## src/rtl/pipeline_div_pkg.sv

```systemverilog
// Shared types and constants for the iterative restoring divider.
package pipeline_div_pkg;

  typedef enum logic [1:0] {
    IDLE = 2'd0,
    RUN  = 2'd1,
    DONE = 2'd2
  } state_t;

  localparam int WIDTH_DEF = 10;

  // Counter must be able to hold WIDTH itself.
  function automatic int cnt_width(input int w);
    return $clog2(w + 1);
  endfunction

  localparam int CNT_W = cnt_width(WIDTH_DEF);

endpackage

```

## src/rtl/pipeline_div_step.sv

```systemverilog
// One restoring-division step: shift in the next dividend bit, subtract the divisor if it fits.
module div_step #(
  parameter int WIDTH = 10
) (
  input  logic [WIDTH-1:0] rem_in,
  input  logic             din,
  input  logic [WIDTH-1:0] divisor,
  output logic [WIDTH-1:0] rem_out,
  output logic             q_bit
);

  logic [WIDTH:0] shifted;
  logic [WIDTH:0] trial;

  // shifted < 2*divisor, so the WIDTH+1 bit difference never wraps and its MSB is the borrow.
  assign shifted = {rem_in, din};
  assign trial   = shifted - {1'b0, divisor};
  assign q_bit   = ~trial[WIDTH];
  assign rem_out = q_bit ? trial[WIDTH-1:0] : shifted[WIDTH-1:0];

endmodule

```

## src/rtl/pipeline_div.sv

```systemverilog
// Iterative unsigned divider: one quotient bit per cycle, valid/ready result hand-off.
// Handshake: a request is taken on an edge with start=1 and in_ready=1; a result is consumed on an edge with valid=1 and out_ready=1.
module pipeline_div
  import pipeline_div_pkg::*;
#(
  parameter int WIDTH = WIDTH_DEF
) (
  input  logic             clk,
  input  logic             rst_n,
  input  logic             start,
  input  logic [WIDTH-1:0] f,
  input  logic [WIDTH-1:0] d,
  input  logic             out_ready,
  output logic             in_ready,
  output logic             busy,
  output logic             valid,
  output logic [WIDTH-1:0] q,
  output logic [WIDTH-1:0] r,
  output logic             div_zero,
  output state_t           state_dbg
);

  localparam int CW = cnt_width(WIDTH);
  localparam logic [CW-1:0] LAST = CW'(WIDTH - 1);

  state_t           state, state_nx;
  logic [CW-1:0]    cnt;
  logic [WIDTH-1:0] opf;   // dividend bits shift out the top, quotient bits shift in the bottom
  logic [WIDTH-1:0] opd;
  logic [WIDTH-1:0] rem;
  logic [WIDTH-1:0] step_rem;
  logic             step_q;

  div_step #(.WIDTH(WIDTH)) u_step (
    .rem_in  (rem),
    .din     (opf[WIDTH-1]),
    .divisor (opd),
    .rem_out (step_rem),
    .q_bit   (step_q)
  );

  always_ff @(posedge clk or negedge rst_n) begin
    if (!rst_n) state <= IDLE;
    else        state <= state_nx;
  end

  always_comb begin
    state_nx = state;
    case (state)
      IDLE:    if (start) state_nx = (d == '0) ? DONE : RUN;
      RUN:     if (cnt == LAST) state_nx = DONE;
      DONE:    if (out_ready) state_nx = IDLE;
      default: state_nx = IDLE;
    endcase
  end

  always_ff @(posedge clk or negedge rst_n) begin
    if (!rst_n) begin
      cnt      <= '0;
      opf      <= '0;
      opd      <= '0;
      rem      <= '0;
      q        <= '0;
      r        <= '0;
      div_zero <= 1'b0;
    end else begin
      case (state)
        IDLE: begin
          if (start) begin
            if (d == '0) begin
              q        <= '1;
              r        <= f;
              div_zero <= 1'b1;
            end else begin
              opf <= f;
              opd <= d;
              rem <= '0;
              cnt <= '0;
            end
          end
        end
        RUN: begin
          opf <= {opf[WIDTH-2:0], step_q};
          rem <= step_rem;
          cnt <= cnt + CW'(1);
          if (cnt == LAST) begin
            q        <= {opf[WIDTH-2:0], step_q};
            r        <= step_rem;
            div_zero <= 1'b0;
          end
        end
        default: ;
      endcase
    end
  end

  assign in_ready  = (state == IDLE);
  assign busy      = (state == RUN);
  assign valid     = (state == DONE);
  assign state_dbg = state;

endmodule

```

## config.mk

```make
export PLATFORM = sky130hd
export DESIGN_NAME = pipeline_div
export DESIGN_NICKNAME = d
export VERILOG_FILES = /design/src/rtl/pipeline_div_pkg.sv /design/src/rtl/pipeline_div_step.sv /design/src/rtl/pipeline_div.sv
export SDC_FILE = /design/constraint.sdc
export NUM_CORES = 1
export LEC_CHECK = 0
export CAP_MARGIN = 20
export CORE_ASPECT_RATIO = 0.7
export CORE_UTILIZATION = 57
export DETAILED_ROUTE_END_ITERATION = 7
export GPL_ROUTABILITY_DRIVEN = 0
export PLACE_DENSITY = 0.85
export SLEW_MARGIN = 5
export SYNTH_ARGS = -nofsm -noshare
export SYNTH_HDL_FRONTEND = slang
export SYNTH_SLANG_ARGS = --single-unit
```

## constraint.sdc

```tcl
create_clock -name clk -period 6.7 [get_ports clk]
set_input_delay 2.01 -clock clk [delete_from_list [all_inputs] [get_ports clk]]
set_output_delay 2.01 -clock clk [all_outputs]
set_load 0.1 [all_outputs]
```

# ---- Yosys cells after proc, flatten, opt, wreduce, memory -nomap -nowiden
# Cells that the tools add are included.
dict set report classes {
  n_addsub 2
  eq_ne 8
  muxes 27
  bitwise_logic 2
  reduce_logical 7
}
# operator n
set op_table {}
lappend op_table {{$mux W10} 11}
lappend op_table {{$pmux W10 S2} 4}
lappend op_table {{$sub A11 B10 Y11} 1}
lappend op_table {{$logic_not A10 Y1} 1}
lappend op_table {{$reduce_and A3 Y1} 3}
lappend op_table {{$mux W2} 4}
lappend op_table {{$mux W4} 2}
lappend op_table {{$pmux W4 S2} 1}
lappend op_table {{$ne A2 B2 Y1 const B} 3}
lappend op_table {{$pmux W2 S3} 1}
lappend op_table {{$add A4 B1 Y4 const B} 1}
lappend op_table {{$eq A4 B4 Y1 const B} 1}
lappend op_table {{$ne A2 B1 Y1 const B} 2}
lappend op_table {{$reduce_and A4 Y1} 1}
lappend op_table {{$mux W1} 3}
lappend op_table {{$eq A2 B1 Y1 const B} 1}
lappend op_table {{$eq A2 B2 Y1 const B} 1}
lappend op_table {{$logic_not A2 Y1} 1}
lappend op_table {{$not A1 Y1} 2}
lappend op_table {{$pmux W1 S2} 1}
lappend op_table {{$reduce_bool A2 Y1} 1}
dict set report word_totals {
  register_bits 57
  input_bits 24
  output_inout_bits 26
}

# ---- Logic depth before layout (Yosys ltp)
# Gate-level depths: netlist of the first run.
dict set report logic_depth {
  word_depth 4
  mapped_depth 10
  ltp_nobuf 9
}

# ---- Modules after synthesis
# A second synthesis of the first run with hierarchy kept.
dict set report hier_totals {
  hier_cells 311
  hier_area_um2 3139.3
}
# mod n_inst cells_each area_each_um2 seq_area_each_um2
set modules_own_cells {}
lappend modules_own_cells {pipeline_div 1 233 2504.9 1426.4}
lappend modules_own_cells {div_step 1 78 634.4 0.0}

# ---- Least setup slack after synthesis of the first run
# Ideal clock, no wire load.
dict set report synth_timing {
  kind {reg2out}
  from {register state[0], in the netlist state_dbg[0]}
  to {output busy}
  arrival_time_ns 2.464
  required_time_ns 4.690
  path_slack_ns 2.226
  stages_incl_launch_ff 5
  cell_sequence {dfrtp_1 -> nand2b_1 -> clkbuf_1 -> inv_2 -> clkbuf_1}
}
dict set report synth_between {
  elab_chain_len 1
}
# item line
set synth_lines {}
lappend synth_lines {{start: declaration} pipeline_div.sv:26} ;# state_t state, state_nx;
lappend synth_lines {{start signal: assignment} pipeline_div.sv:44} ;# else state <= state_nx;
lappend synth_lines {{$eq A2 B1 Y1} pipeline_div.sv:98} ;# assign busy = (state == RUN);
lappend synth_lines {{end: declaration} pipeline_div.sv:15} ;# output logic busy,
# Every way passes these cells.

# ---- Worst setup path in the final report of the first run
dict set report layout_timing {
  from {register state[1], in the netlist state_dbg[1]}
  to {output busy}
}
# The elaborated chain is that of the path after synthesis.

==> results.json, run 1 <==
{
  "synth_compound_area_frac": 0.173,
  "slew_headroom": 0.343,
  "cts_buffers": 9,
  "cpLargestDelayFamily": "buffers and inverters",
  "hold_buffers": 0,
  "io_buffers": 49,
  "yosysSeqAreaShare": 0.470,
  "fmax_mhz": 207,
  "multi_input_area_um2": 1480,
  "worstPathCellList": "nand2b_1 -> buf_4 -> inv_2 -> clkdlybuf4s50_1",
  "tritoncts": "done",
  "status": "completed",
  "yosysWarnings": 0,
  "vias": 2723,
  "async_flop_share": 1.00,
  "maxCapViolations": 0,
  "synth_fp_nets": 373,
  "wl_um": 7260,
  "cts_root_buf": "clkbuf_8",
  "highest_layer": "met4",
  "crit_path_max_fanout": 28,
  "cpPeakStageDelay_ns": 1.24,
  "antenna_cells": 0,
  "core_area_um2": 4940,
  "synth_top_family_by_area": "simple AND/OR/NAND/NOR gates",
  "drv_slew": 0,
  "postRouteAntennaNets": 0,
  "worst_pin_slew_ns": 0.983,
  "yosys.cell_types.count": 45,
  "wl_met1_um": 3310,
  "nNetsFinal": 421,
  "mappedNetlistArea_um2": 3040,
  "grtUsageTotal": 0.296,
  "num_rows": 21,
  "crit_buf_inv": 3,
  "post_route_cells_drive_above_1_share": 0.0670,
  "viasPerCell": 5.96,
  "setup_viol": 0,
  "worstReg2RegStart": "opf[9]",
  "min_period_over_period": 0.722,
  "grt_max_degree": 58,
  "hpwl_um": 5030,
  "worst_setup_path_start_kind": "register",
  "antenna_found_initial": 0,
  "synthMuxAreaShare": 0.0334,
  "cp_slowest_cell": "clkdlybuf4s50_1",
  "die_area_um2": 5630,
  "end_kind": "primary output",
  "dr.pass1.iters": 4,
  "cts_setup_buffers": 0,
  "hold_class": "reg2reg",
  "pin_count": 50,
  "grt_pass1_wl_um": 12500,
  "clock_sinks": 57,
  "overflow": 0,
  "synth_cells": 336,
  "synthXorXnorAreaFrac": 0.0173,
  "grt_setup_unrepaired": "no",
  "critical_path_class": "reg2out",
  "regArea_um2": 1430,
  "crit_path_start": "state_dbg[1]",
  "worst_ep_required_time_ns": 4.69,
  "setup_tns_ns": 0,
  "grt_pass1_vias": 2634,
  "die_x_um": 89.2,
  "clk_transition_reported_paths_ns": 0.07,
  "synth-edff-count": 0,
  "wl_met3_um": 439,
  "syn_to_final_growth_pct": 24.3,
  "clock_latency_ns": 0.34,
  "worstHoldStart": "q[0]",
  "synth-simple-area-share": 0.205,
  "final_common_cell": "dfrtp_1",
  "skew_ns": 0.00798,
  "layout_common_cells": "dfrtp_1, clkdlybuf4s50_1, nand2_1",
  "cts_htree_levels": 3,
  "synthAdderAreaFrac": 0.0560,
  "hold_viol": 0,
  "ys_ff_latch": 57,
  "avgSynthCellArea_um2": 9.04,
  "synth_flop_cell": "dfrtp_1",
  "post_cts_resized": 0,
  "drc": 0,
  "wl_met2_um": 3380,
  "drt_iter0_drc": 264,
  "period_minus_slack_ns": 4.84,
  "clockBufferDepth": 2,
  "arrival_ns": 2.83,
  "post_drt_wl_per_cell_um": 15.9,
  "fp.dieH_um": 63.1,
  "initial_core_util": 0.615,
  "fillers": 341
}
final cells by class:
type / instances / share of cell area
flip-flops and latches: 57 / 0.378
repair buffers: 54 / 0.141
clock buffers: 12 / 0.0411
well taps: 69 / 0.0229
clock inverters: 3 / 0.0106
multi-input cells: 246 / 0.391
inverters: 16 / 0.0159
per-layer routing:
layer  vias up  global-route usage
met3        17              0.0904
li1       1294                   -
met2       100               0.448
met1      1312               0.402
met5         -                   0
met4         0               0.105
stage by stage:
stage,hold slack (ns),instances,area [µm²],utilization,setup slack (ns)
after CTS,0.504,457,3770,0.764,1.88
after floorplan,0.472,336,3040,-,2.23
after detailed placement,0.494,442,3580,0.725,2.10
after global routing,0.520,457,3770,0.764,1.76
after global placement,0.473,441,3560,0.722,1.89
final,0.502,457,3770,0.764,1.86
sequential cells by signal, summed over array words and instances (netlist names):
name,cells
q,10
state_dbg,2
r,10
rem,10
div_zero,1
cnt,4
opd,10
opf,10
worst register-to-register path, cell delays in order (launching register included):
cell	delay [ns]
dfrtp_1	0.39
inv_1	0.06
ha_1	0.20
fa_1	0.40
nand2b_1	0.18
a21o_1	0.20
a211oi_1	0.44
nor3_1	0.10
buf_4	0.21
or4_1	0.45
a31oi_1	0.22
synth_stat cells (2+ instances only):
master | n | share of area
or4_4 | 2 | 0.0074
nand2b_1 | 5 | 0.010
a31oi_1 | 8 | 0.016
dfrtp_1 | 57 | 0.47
inv_1 | 15 | 0.019
o21a_1 | 4 | 0.0099
o31ai_1 | 2 | 0.0049
buf_2 | 5 | 0.0082
o211ai_1 | 13 | 0.032
nor2b_1 | 2 | 0.0041
nand3b_1 | 2 | 0.0049
nor3_1 | 13 | 0.021
or4_1 | 3 | 0.0074
xnor2_1 | 4 | 0.012
nand4_1 | 8 | 0.016
clkbuf_1 | 8 | 0.0099
a211oi_1 | 3 | 0.0074
mux2i_1 | 9 | 0.030
nor2_1 | 38 | 0.047
ha_1 | 12 | 0.049
a21o_1 | 3 | 0.0074
buf_1 | 3 | 0.0037
o21ai_1 | 4 | 0.0066
or3_1 | 4 | 0.0082
a21oi_1 | 13 | 0.021
nand3_1 | 12 | 0.020
nand2_1 | 40 | 0.049
xor2_1 | 2 | 0.0058
o21ai_0 | 26 | 0.043
path summary, 6_finish.rpt:
check	endpoint	slack [ns]	depth (start not counted)
max	busy	1.86	4
min	q[0]	0.50	1
max reg2reg	r[1]	3.77	10
min reg2reg	q[0]	0.50	1
max in group asynchronous	opd[3]	4.41	2
min in group asynchronous	rem[7]	1.81	2
cell families (layout without fill, tap and decap cells):
group,Yosys count,after routing
flops,57,57
buf+inv,33,85
simple gates,133,133
compound gates,84,84
fa+ha+maj,13,13
mux,10,10
xor+xnor,6,6
Power of run 1 is not shown: default switching activity piles up to over one toggle a cycle in this logic, so the estimate is an artifact.
==> run 2: changes to the inputs <==
Settings changed: CORE_UTILIZATION 57 to 48, PLACE_DENSITY 0.85 to 0.76.
Clock period 6.7 ns to 4.2 ns, I/O delays scaled along.
==> results.json, run 2 (synthesized netlist as in run 1, its figures left out) <==
{
  "overflow": 0,
  "clock_sinks": 57,
  "clk_transition_reported_paths_ns": 0.07,
  "end_kind": "primary output",
  "cts_buffers": 9,
  "drv_slew": 0,
  "die_x_um": 97.1,
  "post_drt_wl_per_cell_um": 16.0,
  "post_route_cells_drive_above_1_share": 0.0795,
  "antenna_cells": 0,
  "hold_viol": 0,
  "dr.pass1.iters": 5,
  "min_period_over_period": 0.784,
  "syn_to_final_growth_pct": 25.9,
  "wl_um": 7460,
  "worst_setup_path_start_kind": "register",
  "hold_class": "reg2reg",
  "grt_setup_unrepaired": "no",
  "cpLargestDelayFamily": "buffers and inverters",
  "crit_buf_inv": 3,
  "antenna_found_initial": 0,
  "cpPeakStageDelay_ns": 0.48,
  "regArea_um2": 1430,
  "grt_pass1_wl_um": 12600,
  "die_area_um2": 6650,
  "fmax_mhz": 304,
  "setup_viol": 0,
  "cts_root_buf": "clkbuf_8",
  "drc": 0,
  "status": "completed",
  "hpwl_um": 5220,
  "setup_tns_ns": 0,
  "core_area_um2": 5900,
  "cts_setup_buffers": 0,
  "io_buffers": 49,
  "period_minus_slack_ns": 3.29,
  "fp.dieH_um": 68.5,
  "vias": 2726,
  "crit_path_max_fanout": 28,
  "maxCapViolations": 0,
  "grtUsageTotal": 0.246,
  "tritoncts": "done",
  "arrival_ns": 2.03,
  "nNetsFinal": 422,
  "worst_ep_required_time_ns": 2.94,
  "critical_path_class": "reg2out",
  "initial_core_util": 0.515,
  "drt_iter0_drc": 188,
  "fillers": 494,
  "post_cts_resized": 0,
  "clockBufferDepth": 2,
  "grt_max_degree": 37,
  "cts_htree_levels": 3,
  "skew_ns": 0.00694,
  "cp_slowest_cell": "inv_2",
  "final_common_cell": "dfrtp_1",
  "viasPerCell": 5.86,
  "num_rows": 23,
  "grt_pass1_vias": 2554,
  "layout_common_cells": "dfrtp_1, clkdlybuf4s50_1, nand2_1",
  "worstPathCellList": "nand2b_1 -> buf_4 -> inv_2 -> buf_4",
  "postRouteAntennaNets": 0,
  "cp_common_cell": "buf_4",
  "hold_buffers": 0,
  "pin_count": 50,
  "worst_pin_slew_ns": 0.973,
  "clock_latency_ns": 0.33,
  "slew_headroom": 0.349,
  "multi_input_area_um2": 1480
}
## run 2: cell types whose count changed in the layout (fill, tap and decap cells not counted)
cell | before | now
buf_4 | 4 | 9
clkdlybuf4s50_1 | 48 | 45
bufinv_16 | 1 | 3
buf_8 | 1 | 0
clkbuf_8 | 11 | 10
clkinv_2 | 2 | 1
clkinvlp_4 | 0 | 1
## run 2: worst reg2reg max path: cells and delay by family, from the launching register on
kind | cells | cell delay [ns]
AO/OA/AOI/OAI | 5 | 1.59
adder cells (fa/ha/maj) | 2 | 0.62
buffers and inverters | 1 | 0.06
flip-flops | 1 | 0.37
AND/OR/NAND/NOR | 1 | 0.19
## run 2: worst paths after layout
kind                       slack, ns         start  cells past startpoint  endpoint
max                             0.91  state_dbg[1]                      4      busy
min                             0.50          r[7]                      2      r[7]
max reg2reg                     1.29        opf[9]                      9      r[9]
min reg2reg                     0.50          r[7]                      2      r[7]
max in group asynchronous       2.48         rst_n                      2    opf[0]
min in group asynchronous       0.88         rst_n                      1    rem[7]
## run 2: metrics by stage
step | hold slack, ns | setup WS, ns | cells | area, µm² | utilization
5_1_grt | 0.531 | 0.812 | 465 | 3820 | 0.648
3_5_place_dp | 0.484 | 0.635 | 449 | 3580 | 0.607
3_3_place_gp | 0.476 | 0.694 | 449 | 3580 | 0.607
2_1_floorplan | 0.472 | 0.476 | 336 | 3040 | -
6_report | 0.501 | 0.909 | 465 | 3820 | 0.648
4_1_cts | 0.501 | 0.912 | 465 | 3820 | 0.648
## run 2: final cells by class
cell class | instances | share of cell area
clock buffers | 11 | 0.0370
clock inverters | 5 | 0.0268
inverters | 16 | 0.0157
multi-input cells | 246 | 0.386
flip-flops and latches | 57 | 0.373
well taps | 75 | 0.0245
repair buffers | 55 | 0.137
## run 2: metal layers
| metal | track usage | part of all wire | vias to the layer above |
|---|---|---|---|
| met2 | 0.390 | 0.44 | 116 |
| met4 | 0.0578 | 0.0095 | 0 |
| met3 | 0.0867 | 0.085 | 10 |
| met1 | 0.328 | 0.46 | 1297 |
| li1 | - | - | 1303 |
| met5 | 0 | 0 | - |
Power of run 2 is left out for the same reason.
